### config.mk
export PLATFORM = sky130hd
export DESIGN_NAME = support_wb_arbiter
export DESIGN_NICKNAME = d
export VERILOG_FILES = /design/src/rtl/support_wb_arbiter.sv
export SDC_FILE = /design/constraint.sdc
export NUM_CORES = 1
export LEC_CHECK = 0
export CORE_ASPECT_RATIO = 0.8
export CORE_MARGIN = 2
export CORE_UTILIZATION = 30
export DETAILED_ROUTE_END_ITERATION = 7
export GPL_TIMING_DRIVEN = 0
export HOLD_SLACK_MARGIN = 0.02
export PLACE_DENSITY_LB_ADDON = 0.12
export SETUP_SLACK_MARGIN = 0.4
export SLEW_MARGIN = 20
export SYNTH_ARGS = -nofsm -noshare
export SYNTH_HDL_FRONTEND = slang
export SYNTH_SLANG_ARGS = --single-unit
### constraint.sdc
create_clock -name clk_i -period 2.9 [get_ports clk_i]
set_input_delay 0.29 -clock clk_i [delete_from_list [all_inputs] [get_ports clk_i]]
set_output_delay 0.29 -clock clk_i [all_outputs]
set_load 0.05 [all_outputs]
### src/rtl/support_wb_arbiter.sv
// Two-master round-robin arbiter for the 16-slot support-IO Wishbone bus.
// Registers the winning request, decodes a one-hot slave strobe, and forces completion on timeout.
module support_wb_arbiter #(
    parameter int unsigned TIMEOUT = 16,
    parameter int unsigned CNT_W   = 8
) (
    input  logic         clk_i,
    input  logic         nreset_i,

    input  logic         m0_stb_i,
    input  logic         m0_we_i,
    input  logic [7:0]   m0_adr_i,
    input  logic [7:0]   m0_dat_i,
    output logic [7:0]   m0_dat_o,
    output logic         m0_ack_o,
    output logic         m0_err_o,

    input  logic         m1_stb_i,
    input  logic         m1_we_i,
    input  logic [7:0]   m1_adr_i,
    input  logic [7:0]   m1_dat_i,
    output logic [7:0]   m1_dat_o,
    output logic         m1_ack_o,
    output logic         m1_err_o,

    output logic [15:0]  stb_o,
    output logic         we_o,
    output logic [7:0]   adr_o,
    output logic [7:0]   dat_o,
    input  logic [127:0] dat_i,
    input  logic         ack_i,
    output logic [1:0]   grant_o
);

    typedef enum logic [1:0] {
        ST_IDLE = 2'd0,
        ST_WAIT = 2'd1,
        ST_DONE = 2'd2
    } state_t;

    localparam logic [CNT_W-1:0] CNT_LAST = CNT_W'(TIMEOUT - 1);

    state_t           r_state, w_state_nxt;
    logic [CNT_W-1:0] r_cnt, w_cnt_nxt;
    logic             r_last, w_last_nxt;
    logic [1:0]       r_grant, w_grant_nxt;
    logic [15:0]      r_stb, w_stb_nxt;
    logic             r_we, w_we_nxt;
    logic [7:0]       r_adr, w_adr_nxt;
    logic [7:0]       r_dat, w_dat_nxt;
    logic [7:0]       r_m0_dat, w_m0_dat_nxt;
    logic             r_m0_ack, w_m0_ack_nxt;
    logic             r_m0_err, w_m0_err_nxt;
    logic [7:0]       r_m1_dat, w_m1_dat_nxt;
    logic             r_m1_ack, w_m1_ack_nxt;
    logic             r_m1_err, w_m1_err_nxt;

    logic             w_pick_m1;
    logic             w_sel_we;
    logic [7:0]       w_sel_adr;
    logic [7:0]       w_sel_dat;
    logic             w_gnt_stb;
    logic [6:0]       w_slot_base;
    logic [7:0]       w_slot_dat;

    // r_last = 1 means m1 was granted last; on a tie the other master wins.
    assign w_pick_m1   = m1_stb_i & (~m0_stb_i | ~r_last);
    assign w_sel_we    = w_pick_m1 ? m1_we_i  : m0_we_i;
    assign w_sel_adr   = w_pick_m1 ? m1_adr_i : m0_adr_i;
    assign w_sel_dat   = w_pick_m1 ? m1_dat_i : m0_dat_i;
    assign w_gnt_stb   = r_grant[1] ? m1_stb_i : m0_stb_i;
    assign w_slot_base = {r_adr[7:4], 3'b000};
    assign w_slot_dat  = dat_i[w_slot_base +: 8];

    always_ff @(posedge clk_i or negedge nreset_i) begin
        if (!nreset_i) begin
            r_state  <= ST_IDLE;
            r_cnt    <= '0;
            r_last   <= 1'b1;
            r_grant  <= '0;
            r_stb    <= '0;
            r_we     <= 1'b0;
            r_adr    <= '1;
            r_dat    <= '1;
            r_m0_dat <= '1;
            r_m0_ack <= 1'b0;
            r_m0_err <= 1'b0;
            r_m1_dat <= '1;
            r_m1_ack <= 1'b0;
            r_m1_err <= 1'b0;
        end else begin
            r_state  <= w_state_nxt;
            r_cnt    <= w_cnt_nxt;
            r_last   <= w_last_nxt;
            r_grant  <= w_grant_nxt;
            r_stb    <= w_stb_nxt;
            r_we     <= w_we_nxt;
            r_adr    <= w_adr_nxt;
            r_dat    <= w_dat_nxt;
            r_m0_dat <= w_m0_dat_nxt;
            r_m0_ack <= w_m0_ack_nxt;
            r_m0_err <= w_m0_err_nxt;
            r_m1_dat <= w_m1_dat_nxt;
            r_m1_ack <= w_m1_ack_nxt;
            r_m1_err <= w_m1_err_nxt;
        end
    end

    always_comb begin
        w_state_nxt  = r_state;
        w_cnt_nxt    = r_cnt;
        w_last_nxt   = r_last;
        w_grant_nxt  = r_grant;
        w_stb_nxt    = r_stb;
        w_we_nxt     = r_we;
        w_adr_nxt    = r_adr;
        w_dat_nxt    = r_dat;
        w_m0_dat_nxt = r_m0_dat;
        w_m0_ack_nxt = 1'b0;
        w_m0_err_nxt = 1'b0;
        w_m1_dat_nxt = r_m1_dat;
        w_m1_ack_nxt = 1'b0;
        w_m1_err_nxt = 1'b0;

        unique case (r_state)
            ST_IDLE: begin
                if (m0_stb_i || m1_stb_i) begin
                    w_we_nxt    = w_sel_we;
                    w_adr_nxt   = w_sel_adr;
                    w_dat_nxt   = w_sel_dat;
                    w_grant_nxt = w_pick_m1 ? 2'b10 : 2'b01;
                    w_last_nxt  = w_pick_m1;
                    w_stb_nxt   = 16'(1) << w_sel_adr[7:4];
                    w_cnt_nxt   = '0;
                    w_state_nxt = ST_WAIT;
                end
            end

            ST_WAIT: begin
                // Slave ack beats both abort and timeout on the same edge.
                if (ack_i) begin
                    if (r_grant[1]) begin
                        w_m1_dat_nxt = w_slot_dat;
                        w_m1_ack_nxt = 1'b1;
                    end else begin
                        w_m0_dat_nxt = w_slot_dat;
                        w_m0_ack_nxt = 1'b1;
                    end
                    w_stb_nxt   = '0;
                    w_we_nxt    = 1'b0;
                    w_grant_nxt = '0;
                    w_state_nxt = ST_DONE;
                end else if (!w_gnt_stb) begin
                    w_stb_nxt   = '0;
                    w_we_nxt    = 1'b0;
                    w_grant_nxt = '0;
                    w_state_nxt = ST_IDLE;
                end else if (r_cnt == CNT_LAST) begin
                    if (r_grant[1]) begin
                        w_m1_dat_nxt = '1;
                        w_m1_ack_nxt = 1'b1;
                        w_m1_err_nxt = 1'b1;
                    end else begin
                        w_m0_dat_nxt = '1;
                        w_m0_ack_nxt = 1'b1;
                        w_m0_err_nxt = 1'b1;
                    end
                    w_stb_nxt   = '0;
                    w_we_nxt    = 1'b0;
                    w_grant_nxt = '0;
                    w_state_nxt = ST_DONE;
                end else begin
                    w_cnt_nxt = r_cnt + CNT_W'(1);
                end
            end

            ST_DONE: begin
                w_state_nxt = ST_IDLE;
            end

            default: begin
                w_state_nxt = ST_IDLE;
            end
        endcase
    end

    assign stb_o    = r_stb;
    assign we_o     = r_we;
    assign adr_o    = r_adr;
    assign dat_o    = r_dat;
    assign grant_o  = r_grant;
    assign m0_dat_o = r_m0_dat;
    assign m0_ack_o = r_m0_ack;
    assign m0_err_o = r_m0_err;
    assign m1_dat_o = r_m1_dat;
    assign m1_ack_o = r_m1_ack;
    assign m1_err_o = r_m1_err;

endmodule

# Word level (Yosys, flattened, before mapping)
# Cells that the tools add are included.
# word_totals
out_inout_bits	55
input_bits	167
word_cells	94
reg_bits	66
# op_classes
shifts	2
n_reduce_logical	11
eq_ne	7
addsub	1
n_bitwise	5
mux	54
# ops
op	n
2-to-1 mux 8 bit	16
indexed part select 128 x 8 -> 8 bit	1
2-to-1 mux 16 bit	4
case mux 16 bit (2 select lines)	1
2-to-1 mux 1 bit	20
2-to-1 mux 2 bit	9
case mux 8 bit (2 select lines)	1
<< shifter 1 x 4 -> 16 bit (first input constant)	1
adder 8 x 1 -> 8 bit (second input constant)	1
== test 8 x 4 -> 1 bit (second input constant)	1
inequality test 2 bit (second input constant)	4
case mux 2 bit (2 select lines)	2
AND reduction 4 bit	2
nonzero test 2 bit	3
AND reduction 5 bit	1
inequality test 4 bit (second input constant)	1
AND reduction 2 bit	2
NOT 1 bit	3
AND reduction 3 bit	1
== test 2 x 1 -> 1 bit (second input constant)	1
logical NOT 2 bit	1
case mux 1 bit (2 select lines)	1
bitwise AND 1 bit	1
logical OR 1 bit	1
OR 1 bit	1

# Longest topological paths before layout
# Gate-level depths: netlist of run 1.
# logic_depth
word_depth	7
mapped_depth	8
ltp_nobuf	6

# Worst setup path before layout of run 1
# Ideal clock, no wire load.
# synth_timing
path_type	flip-flop to flip-flop
startpoint	register r_adr[4], in the netlist adr_o[4]
endpoint	register r_m0_dat[0], in the netlist m0_dat_o[0]
n_path_buf	3
arrival_time_ps	2163
required_time_ps	2811
path_slack_ps	648
stages_incl_launch_ff	7
period_less_slack_ps	2252
setup_time_ps	89
path_cell_list	dfstp_2 -> clkbuf_2 -> buf_4 -> buf_4 -> mux4_2 -> a22oi_1 -> a31oi_1
# synth_between
elab_chain_len	3
# synth_lines
element	line	source
from (decl)	49	logic [7:0] r_adr, w_adr_nxt;
from (signal assigned)	98	r_adr <= w_adr_nxt;
indexed part select 128 x 8 -> 8 bit	73	assign w_slot_dat = dat_i[w_slot_base +: 8];
2-to-1 mux 8 bit	142	if (r_grant[1]) begin
2-to-1 mux 8 bit	141	if (ack_i) begin
to (signal assigned)	100	r_m0_dat <= w_m0_dat_nxt;
to (decl)	51	logic [7:0] r_m0_dat, w_m0_dat_nxt;
# Every way passes these cells. The select of a mux whose other input is x is not followed.
# A chain may end at the register's enable or synchronous reset.

# Final worst setup path of run 1
# Same ends and word-level chain as after synthesis.

==> reports/results.tsv, run 1 <==
stage	metric	value	unit
worst_setup_path	slowest CP cell	dfstp_2	
floorplanning	IO Count	222	
min_path	Hold Path Stages	2	
timing	Hold Vio Cnt, Final	0	
synthesis	syn avg cell area	10.8	um2
outcome	status	finished, final reports clean	
global_route	GR Util All Layers	21.5	%
worst_setup_path	largest stage delay on the critical path	0.52	ns
cts	Clock Sinks	66	
floorplanning	row count	37	
timing	final hold slack	0.231	ns
synthesis	post-synthesis mux area share	23.3	%
floorplanning	Core ar.	0.0129	mm2
timing	count of final setup violators	0	
timing	RSZ-0062 raised after global routing	no	
detailed_routing	via count	3916	
worst_setup_path	Max Fanout on Critical Path	10	
floorplanning	die span in y	107	um
synthesis	Synth Register Bits	66	
synthesis	synthesized instance count	366	
cts	number of buffers created by CTS	9	
synthesis	sequential fraction of the synthesis area	42.9	%
floorplanning	Initial Util	30.7	%
timing	Layout Skew	0.0122	ns
timing	Fmax	0.419	GHz
place	Detailed Place HPWL	11900	um
worst_setup_path	WP data arrival	2.61	ns
worst_setup_path	R2R cell count	6	
synthesis	library cells used by synthesis	47	
min_path	hold worst-path end	r_last	
timing	setup_tns	0	ns
global_route	grt ovf	0	
detailed_routing	M1 WL	6180	um
floorplanning	DIE AREA	0.0141	mm2
detailed_routing	Top Layer Used	met4	
worst_setup_path	startpoint types	flop	
worst_setup_path	r2r setup slk	0.52	ns
global_route	largest net degree at the start of global routing	50	
global_route	vias in the first global route	4136	
detailed_routing	vias per cell	5.04	
detailed_routing	First-pass DRT Iterations	4	
synthesis	area fraction in compound gates after synthesis	14.6	%
detailed_routing	drc violations	0	
layout	Ant. Diodes	0	
timing	worst-margin pin slew	0.697	ns
cts	Clock Path Buffers	2	
cts	post-CTS setup buffer count	0	
synthesis	largest family of logic cells by synthesized area	multiplexers	
timing	Worst slew margin	52.2	%
synthesis	Post-Synth Adder-Cell Area	0.317	%
synthesis	Synth Area in XOR/XNOR	1.33	%
worst_setup_path	CP Data Required Time	3.13	ns
detailed_routing	1st-iter DRT viols	206	
min_path	critical hold path startpoint	m0_stb_i	
cts	Clock transition at path regs	0.06	ns
timing	max-slew violations	0	
power_and_ir_drop	maximum vdd drop	0.370	mV
min_path	HP Class	primary input to flop	
power_and_ir_drop	PwrDens	940	mW/mm2
synthesis	synth warn	0	
cts	Clk Latency, worst-skew pair	0.33	ns
timing	minimum clock period	2.38	ns
worst_setup_path	critical path type	flop to flop	
layout	share of post-route cells with drive strength above 1	18.6	%
synthesis	simple-gate share of the synthesized area	13.5	%
layout	most common cell after layout, fill and taps aside	clkdlybuf4s50_1	
floorplanning	Die W	132	um
layout	most frequent cells in the layout	clkdlybuf4s50_1, nand2_1, nor2_1	
layout	Nets	765	
worst_setup_path	FF-to-FF Start	adr_o[4]	
power_and_ir_drop	Total Power	6.27	mW
cts	CTS tree	built	
layout	Layout area overhead	68.9	%
cts	Clock Tree Root	clkbuf_16	
power_and_ir_drop	leak pwr	2.58	nW
worst_setup_path	CP endpoint kind	flop	
worst_setup_path	worst path cell trace	clkbuf_2, buf_6, buf_4, mux4_2, a22oi_1, a31oi_1	
timing	Final period util	82.2	%
worst_setup_path	RR Endpoint	m0_dat_o[0]	
detailed_routing	WL met3	971	um
global_route	initial antenna violation count	0	
detailed_routing	Routed WL	15000	um
place	GP Congestion	0.863	
synthesis	synthesized area	0.00395	mm2
run	MaxCap Viol Count	0	
detailed_routing	post-route ant nets	0	
detailed_routing	wire per inst	19.3	um
cts	H-tree levels	3	
synthesis	Mapped Nets	534	
place	# port buffers	218	
global_route	first-pass GRT wire length	23500	um
detailed_routing	Met2 Wirelength	7630	um
per-stage QoR:
step                      cell area, um2  cells  utilization, %  worst slack (ns)
after floorplan                     3950    366               -             0.648
after global placement              6350    759            49.3            -0.632
after detailed placement            6370    760            49.5             0.394
after CTS                           6670    777            51.8             0.427
after global routing                6670    777            51.8             0.419
final                               6670    777            51.8             0.515
repair_timing:
action	in CTS	in global routing
hold buffers	1	0
endpoints found under the setup margin	2	8
gates cloned	0	0
endpoints found under the hold margin	16	0
resized for setup	1	1
logic make-up after synthesis:
| group | Yosys count |
|---|---|
| buffers and inverters | 29 |
| muxes | 62 |
| AOI/OAI and AO/OA | 91 |
| and+or+nand+nor | 111 |
| DFF | 66 |
| adders and majority gates | 1 |
| xor gates and xnor gates | 6 |
synth_stat cells, drive strengths merged:
| library cell | count | area, um2 |
|---|---|---|
| nor3 | 3 | 20.0 |
| dfrtp | 33 | 826 |
| a21oi | 10 | 50.1 |
| and3 | 2 | 12.5 |
| o21a | 1 | 7.51 |
| dfstp | 33 | 867 |
| nand2b | 6 | 37.5 |
| a2111oi | 1 | 27.5 |
| nor2 | 38 | 143 |
| mux2 | 12 | 135 |
| mux4 | 21 | 473 |
| nor3b | 1 | 18.8 |
| nor2b | 7 | 43.8 |
| and2 | 2 | 12.5 |
| o31ai | 3 | 27.5 |
| xor2 | 6 | 52.6 |
| nand4 | 2 | 12.5 |
| clkbuf | 10 | 38.8 |
| ha | 1 | 12.5 |
| o41ai | 2 | 17.5 |
| or3 | 2 | 17.5 |
| inv | 3 | 11.3 |
| nand3 | 3 | 15.0 |
| a21boi | 1 | 11.3 |
| o221ai | 3 | 26.3 |
| a31oi | 23 | 144 |
| buf | 16 | 110 |
| a32o | 2 | 20.0 |
| mux2i | 29 | 310 |
| o21ai | 35 | 175 |
| nor4 | 4 | 46.3 |
| nand2 | 41 | 154 |
| o22ai | 4 | 25.0 |
| a22o | 1 | 8.76 |
| a22oi | 5 | 37.5 |
layout make-up:
type | instances | area [um2]
tap | 175 | 219
timing repair buffer | 220 | 2220
sequential | 66 | 1690
buffer | 26 | 153
multi-input combinational | 271 | 2100
clock buffer | 9 | 225
inverter | 3 | 11.3
clock inverter | 7 | 51.3
fill | 1217 | 6200
power by group:
part / internal, mW / total, mW / switching, mW
clock: 0.582 / 1.01 / 0.426
combinational: 1.45 / 3.67 / 2.22
sequential: 1.37 / 1.59 / 0.221
worst max path at each step:
| stage | startpoint | depth (start not counted) | to |
|---|---|---|---|
| finish | adr_o[4] | 6 | m0_dat_o[0] |
| global route | adr_o[4] | 6 | m1_dat_o[0] |
| CTS | adr_o[4] | 6 | m0_dat_o[0] |
| detailed placement | adr_o[4] | 6 | m1_dat_o[4] |
| global placement | nreset_i | 1 | m0_ack_o |
| floorplan | adr_o[4] | 6 | m0_dat_o[0] |
state kept, by name, summed over array words and instances (netlist names):
register and cells:
m0_err_o 1, m1_dat_o 8, m0_dat_o 8, r_cnt 8
stb_o 16, r_last 1, r_state 2, adr_o 8
dat_o 8, we_o 1, m0_ack_o 1, m1_err_o 1
grant_o 2, m1_ack_o 1
per-layer routing:
metal,up-vias,global-route usage [%]
met1,1937,26.7
met3,12,4.87
met4,0,5.68
met2,151,37.9
met5,-,0
li1,1816,-
critical path, delay by kind of cell, from the launching register on:
kind / cells / cell delay, ns
compound gates: 2 / 0.52
buf+inv: 3 / 0.70
mux: 1 / 0.52
flops: 1 / 0.52
(Power assumes the default switching activity.)
==> run 2: changes to the inputs <==
==> constraint.sdc (replaced) <==
create_clock -name clk_i -period 1.9 [get_ports clk_i]
set_input_delay 0.19 -clock clk_i [delete_from_list [all_inputs] [get_ports clk_i]]
set_output_delay 0.19 -clock clk_i [all_outputs]
set_load 0.05 [all_outputs]
==> run 2 against run 1 <==
- the flow now finishes with violations (setup timing)
- global-route usage rose by 0.51 points
- first-iteration DRC count shrank 22%
- sequential cell count unchanged
- cell area increased by 16%
- critical path type unchanged
- largest cell class unchanged
==> reports/results.tsv, run 2 (synthesis gave the netlist of run 1 again) <==
stage	metric	value	unit	change
cts	Clock transition at path regs	0.06	ns	about the same
layout	Fillers	1066		-12%
power_and_ir_drop	maximum vdd drop	0.675	mV	+83%
timing	Hold Vio Cnt, Final	0		unchanged
layout	max reg flops	16		unchanged
detailed_routing	wire per inst	19.2	um	-0.54%
timing	worst-margin pin slew	0.603	ns	-0.0939 ns
global_route	first-pass GRT wire length	23900	um	+1.9%
timing	max-slew violations	0		unchanged
place	GP Congestion	0.841		-2.5%
layout	most common cell after layout, fill and taps aside	clkdlybuf4s50_1		
floorplanning	row count	37		unchanged
worst_setup_path	WP data arrival	2.15	ns	-0.46 ns
power_and_ir_drop	Total Power	11.1	mW	+77%
cts	Clk Latency, worst-skew pair	0.33	ns	about the same
layout	Ant. Diodes	0		unchanged
place	# port buffers	218		unchanged
floorplanning	IO Count	222		unchanged
outcome	status	complete, but fails checks		
global_route	GR Util All Layers	22.0	%	+0.51 points
layout	Nets	802		+4.8%
detailed_routing	via count	4053		+3.5%
timing	count of final setup violators	13		+13
timing	Layout Skew	0.00511	ns	-0.00713 ns
floorplanning	Core ar.	0.0129	mm2	unchanged
layout	most frequent cells in the layout	clkdlybuf4s50_1, dfstp_2, dfrtp_1		
place	Detailed Place HPWL	11500	um	-3.8%
layout	Layout Cells excl Fill	814		+4.8%
detailed_routing	Routed WL	15600	um	+4.2%
detailed_routing	drc violations	0		unchanged
run	MaxCap Viol Count	0		unchanged
worst_setup_path	Max Fanout on Critical Path	5		-5
timing	Final period util	102	%	+20 points
floorplanning	Die W	132	um	unchanged
place	pre-CTS setup slack	-0.328	ns	-0.723 ns
cts	Clock Tree Root	clkbuf_16		
min_path	critical hold path startpoint	m1_stb_i		
detailed_routing	vias per cell	4.98		-1.2%
cts	H-tree levels	3		unchanged
global_route	grt ovf	0		unchanged
global_route	initial antenna violation count	0		unchanged
floorplanning	Initial Util	30.7	%	unchanged
worst_setup_path	CP Data Required Time	2.12	ns	-1.01 ns
floorplanning	die span in y	107	um	unchanged
timing	RSZ-0062 raised after global routing	yes		
detailed_routing	post-route ant nets	0		unchanged
timing	Worst slew margin	59.8	%	+7.6 points
cts	Clock Path Buffers	2		unchanged
layout	Layout area overhead	95.5	%	
worst_setup_path	critical path type	flop to flop		
power_and_ir_drop	PwrDens	1440	mW/mm2	+53%
detailed_routing	First-pass DRT Iterations	4		unchanged
floorplanning	DIE AREA	0.0141	mm2	unchanged
timing	minimum clock period	1.94	ns	-0.449 ns
timing	PnR worst setup slack	-0.0353	ns	-0.551 ns
layout	share of post-route cells with drive strength above 1	41.9	%	+23 points
min_path	HP Class	primary input to flop		
place	Placed Cells	760		unchanged
worst_setup_path	FF-to-FF Start	r_cnt[7]		
detailed_routing	1st-iter DRT viols	161		-22%
worst_setup_path	crit path launch	r_cnt[7]		
worst_setup_path	CP endpoint kind	flop		
global_route	vias in the first global route	4245		+2.6%
global_route	largest net degree at the start of global routing	57		+14%
cts	CTS tree	built		
cts	Clock Sinks	66		unchanged
power_and_ir_drop	leak pwr	3.18	nW	+23%
outcome	failing checks	setup timing		
cts	number of buffers created by CTS	9		unchanged
timing	Fmax	0.517	GHz	+23%
worst_setup_path	startpoint types	flop		
## run 2: final timing paths
path                       endpoint  slack [ns]  cells after the start
max                        stb_o[7]       -0.04                      6
min                        m1_err_o        0.20                      3
max reg2reg                stb_o[7]       -0.04                      6
min reg2reg                adr_o[2]        0.47                      2
max in group asynchronous  adr_o[7]        1.10                      3
min in group asynchronous  m0_ack_o        0.23                      2
## run 2: area by class of cell
| cell class | count | area, um2 | area share, % |
|---|---|---|---|
| Multi-Input combinational cell | 271 | 2590 | 33.6 |
| Tap cell | 175 | 219 | 2.84 |
| Timing Repair Buffer | 257 | 2630 | 34.0 |
| Clock buffer | 10 | 239 | 3.10 |
| Inverter | 3 | 11.3 | 0.146 |
| Clock inverter | 6 | 66.3 | 0.859 |
| Buffer | 26 | 268 | 3.47 |
| Sequential cell | 66 | 1700 | 22.0 |
## run 2: through the flow
| stage | hold WS, ns | TNS, ns | instance area, um2 | util (%) |
|---|---|---|---|---|
| global placement | 0.461 | -83.44 | 6460 | 50.2 |
| global route | 0.216 | -1.85 | 7720 | 60.0 |
| detailed placement | 0.0462 | -7.42 | 6480 | 50.4 |
| floorplan | -0.106 | -1.74 | 4060 | - |
| finish | 0.196 | -0.144 | 7720 | 60.0 |
| CTS | 0.170 | -0.716 | 7370 | 57.3 |
## run 2: layer usage
layer	vias up	track usage (%)	part of all wire, %
li1	1901	-	-
met1	1977	29.3	44
met2	157	36.6	48
met3	18	5.15	6.5
met4	0	5.07	1.5
met5	-	0	0
## run 2: where the power goes
group / total, mW / switching [mW] / leakage (nW) / internal, mW
clock network: 1.69 / 0.637 / 0.141 / 1.05
registers: 2.47 / 0.374 / 0.795 / 2.10
logic: 6.95 / 3.92 / 2.24 / 3.02
total: 11.1 / 4.94 / 3.18 / 6.17
## run 2: worst max-delay path, cell delays in order, from the launching register on
cell	delay [ns]
dfrtp_1	0.41
nor4_4	0.36
a2111oi_4	0.13
or3_4	0.43
buf_12	0.16
buf_16	0.14
a32o_1	0.20
## run 2: timing repair
action / CTS / global route
setup buffers: 22 / 9
hold buffers: 1 / 0
gates cloned: 3 / 3
hold endpoints to repair: 39 / 0
pin swaps: 40 / 23
setup endpoints to repair: 117 / 67
resized for setup: 211 / 74
==> run 3: changes to the inputs <==
--- a/config.mk
+++ b/config.mk
@@ -17,3 +17,4 @@
 export SYNTH_ARGS = -nofsm -noshare
 export SYNTH_HDL_FRONTEND = slang
 export SYNTH_SLANG_ARGS = --single-unit
+export TNS_END_PERCENT = 20
==> run 3 against run 2 <==
- the run still ends with setup timing left
- routed wire length about the same
- fmax down 1.9%
- power down 2.1%
- first-iteration DRC count down 6.8%
- via count up 0.81%
- worst hold slack worse by 0.028 ns
- highest routed layer is now met5
==> reports/results.tsv, run 3 (synthesis gave the netlist of run 1 again) <==
stage	metric	value	unit	change
outcome	status	complete, but fails checks		
outcome	failing checks	setup timing		
global_route	grt ovf	0		unchanged
cts	Clock Sinks	66		unchanged
detailed_routing	post-route ant nets	0		unchanged
worst_setup_path	CP dominant cell by count	buf_12		
place	pre-CTS setup slack	-0.317	ns	+0.0112 ns
layout	most common cell after layout, fill and taps aside	clkdlybuf4s50_1		
cts	CTS tree	built		
place	# port buffers	218		unchanged
detailed_routing	Routed WL	15600	um	about the same
floorplanning	Die W	132	um	unchanged
layout	Ant. Diodes	0		unchanged
detailed_routing	wire per inst	19.5	um	+1.5%
cts	H-tree levels	3		unchanged
timing	Layout Skew	0.0108	ns	+0.00569 ns
timing	PnR worst setup slack	-0.0719	ns	-0.0366 ns
global_route	GR Util All Layers	22.4	%	+0.38 points
worst_setup_path	Max Fanout on Critical Path	8		+3
detailed_routing	1st-iter DRT viols	150		-6.8%
worst_setup_path	critical path type	flop to flop		
floorplanning	IO Count	222		unchanged
power_and_ir_drop	PwrDens	1470	mW/mm2	+2.2%
timing	Fmax	0.507	GHz	-1.9%
layout	most frequent cells in the layout	clkdlybuf4s50_1, dfstp_2, nor2_1, dfrtp_1, clkdlybuf4s15_2		
power_and_ir_drop	maximum vdd drop	0.627	mV	-7.1%
floorplanning	row count	37		unchanged
detailed_routing	vias per cell	5.09		+2.2%
timing	RSZ-0062 raised after global routing	yes		
worst_setup_path	CP Data Required Time	2.14	ns	+0.02 ns
layout	Multi-input gate area	0.00239	mm2	-7.5%
worst_setup_path	slowest CP cell	dfstp_2		
min_path	HP Class	primary input to flop		
layout	register area	0.00169	mm2	-0.22%
place	area post-placement	0.00644	mm2	-0.73%
cts	Clk Latency, worst-skew pair	0.33	ns	about the same
layout	share of post-route cells with drive strength above 1	37.6	%	-4.4 points
run	MaxCap Viol Count	0		unchanged
global_route	largest net degree at the start of global routing	59		+3.5%
global_route	first-pass GRT wire length	24200	um	+1.4%
layout	post-route cell area	0.00739	mm2	-4.2%
global_route	initial antenna violation count	1		+1
floorplanning	DIE AREA	0.0141	mm2	unchanged
cts	Clock Path Buffers	2		unchanged
detailed_routing	via count	4086		+0.81%
timing	minimum clock period	1.97	ns	+0.0366 ns
layout	max reg flops	16		unchanged
timing	worst-margin pin slew	0.576	ns	-0.0270 ns
floorplanning	Core ar.	0.0129	mm2	unchanged
detailed_routing	drc violations	0		unchanged
floorplanning	Initial Util	30.7	%	unchanged
layout	Nets	791		-1.4%
worst_setup_path	WP data arrival	2.21	ns	+0.06 ns
place	Placed Cells	760		unchanged
floorplanning	die span in y	107	um	unchanged
power_and_ir_drop	leak pwr	3.03	nW	-4.7%
timing	count of final setup violators	13		unchanged
timing	Worst slew margin	61.6	%	+1.8 points
global_route	vias in the first global route	4256		+0.26%
cts	Clock Tree Root	clkbuf_16		
place	Detailed Place HPWL	11600	um	+1.2%
place	GP Congestion	0.864		+2.7%
worst_setup_path	CP endpoint kind	flop		
timing	max-slew violations	0		unchanged
cts	Clock transition at path regs	0.06	ns	about the same
layout	Finished Core Util	57.5	%	-2.5 points
worst_setup_path	worst path cell trace	buf_8, buf_12, buf_12, buf_4, mux4_2, a22oi_2, a31oi_1		
timing	Hold Vio Cnt, Final	0		unchanged
layout	Layout Cells excl Fill	803		-1.4%
layout	Fillers	1122		+5.3%
layout	Layout area overhead	87.3	%	
timing	Final period util	104	%	+1.9 points
worst_setup_path	largest stage delay on the critical path	0.54	ns	+0.11 ns
cts	number of buffers created by CTS	9		unchanged
worst_setup_path	startpoint types	flop		
detailed_routing	First-pass DRT Iterations	4		unchanged
[run 3: worst paths after layout]
kind	startpoint	slack (ns)	endpoint	cells past startpoint
worst max-delay path	adr_o[4]	-0.07	m0_dat_o[3]	7
worst min-delay path	ack_i	0.17	m1_err_o	2
worst max register to register	adr_o[4]	-0.07	m0_dat_o[3]	7
worst min register to register	stb_o[5]	0.48	stb_o[5]	2
max in group asynchronous	nreset_i	1.09	m1_dat_o[0]	3
min in group asynchronous	nreset_i	0.23	stb_o[4]	2
[run 3: worst max-delay path, delay by kind of cell (launching register included)]
kind / cells / cell delay [ns]
muxes: 1 / 0.52
buffers and inverters: 4 / 0.51
AOI/OAI and AO/OA: 2 / 0.31
DFF: 1 / 0.54
[run 3: where the power goes]
part	internal (mW)	total, mW	switching [mW]
combinational	2.72	6.52	3.80
sequential	2.09	2.43	0.340
clock	1.32	1.93	0.616
total	6.13	10.9	4.75
[run 3: per-layer routing]
metal / track usage, % / up-vias / part of all wire, %
met5: 0 / - / 0.083
met4: 4.92 / 2 / 1.4
met3: 5.30 / 18 / 6.7
met2: 38.9 / 152 / 50
met1: 28.5 / 2034 / 42
li1: - / 1880 / -
[run 3: final cells by class]
class                   instances  area share [%]
flip-flops and latches         66            22.9
multi-input cells             271            32.4
repair buffers                246            33.5
clock buffers                  11            3.28
plain buffers                  26            3.38
clock inverters                 5            1.39
inverters                       3           0.152
well taps                     175            2.96
[run 3: repair_timing]
item	in CTS	in global routing
resized for setup	193	49
pin swaps	35	24
endpoints found under the hold margin	35	0
gates cloned	3	0
setup buffers	12	11
setup endpoints to repair	117	57
hold buffers	1	0
[run 3: stage by stage]
| step | power [mW] | TNS, ns | hold slack [ns] |
|---|---|---|---|
| 4_1_cts | 10.6 | -0.790 | 0.149 |
| 3_3_place_gp | 8.16 | -84.08 | 0.467 |
| 6_report | 10.9 | -0.398 | 0.168 |
| 3_5_place_dp | 8.23 | -9.05 | 0.0338 |
| 2_1_floorplan | 6.26 | -2.06 | -0.106 |
| 5_1_grt | 11.4 | -1.66 | 0.194 |
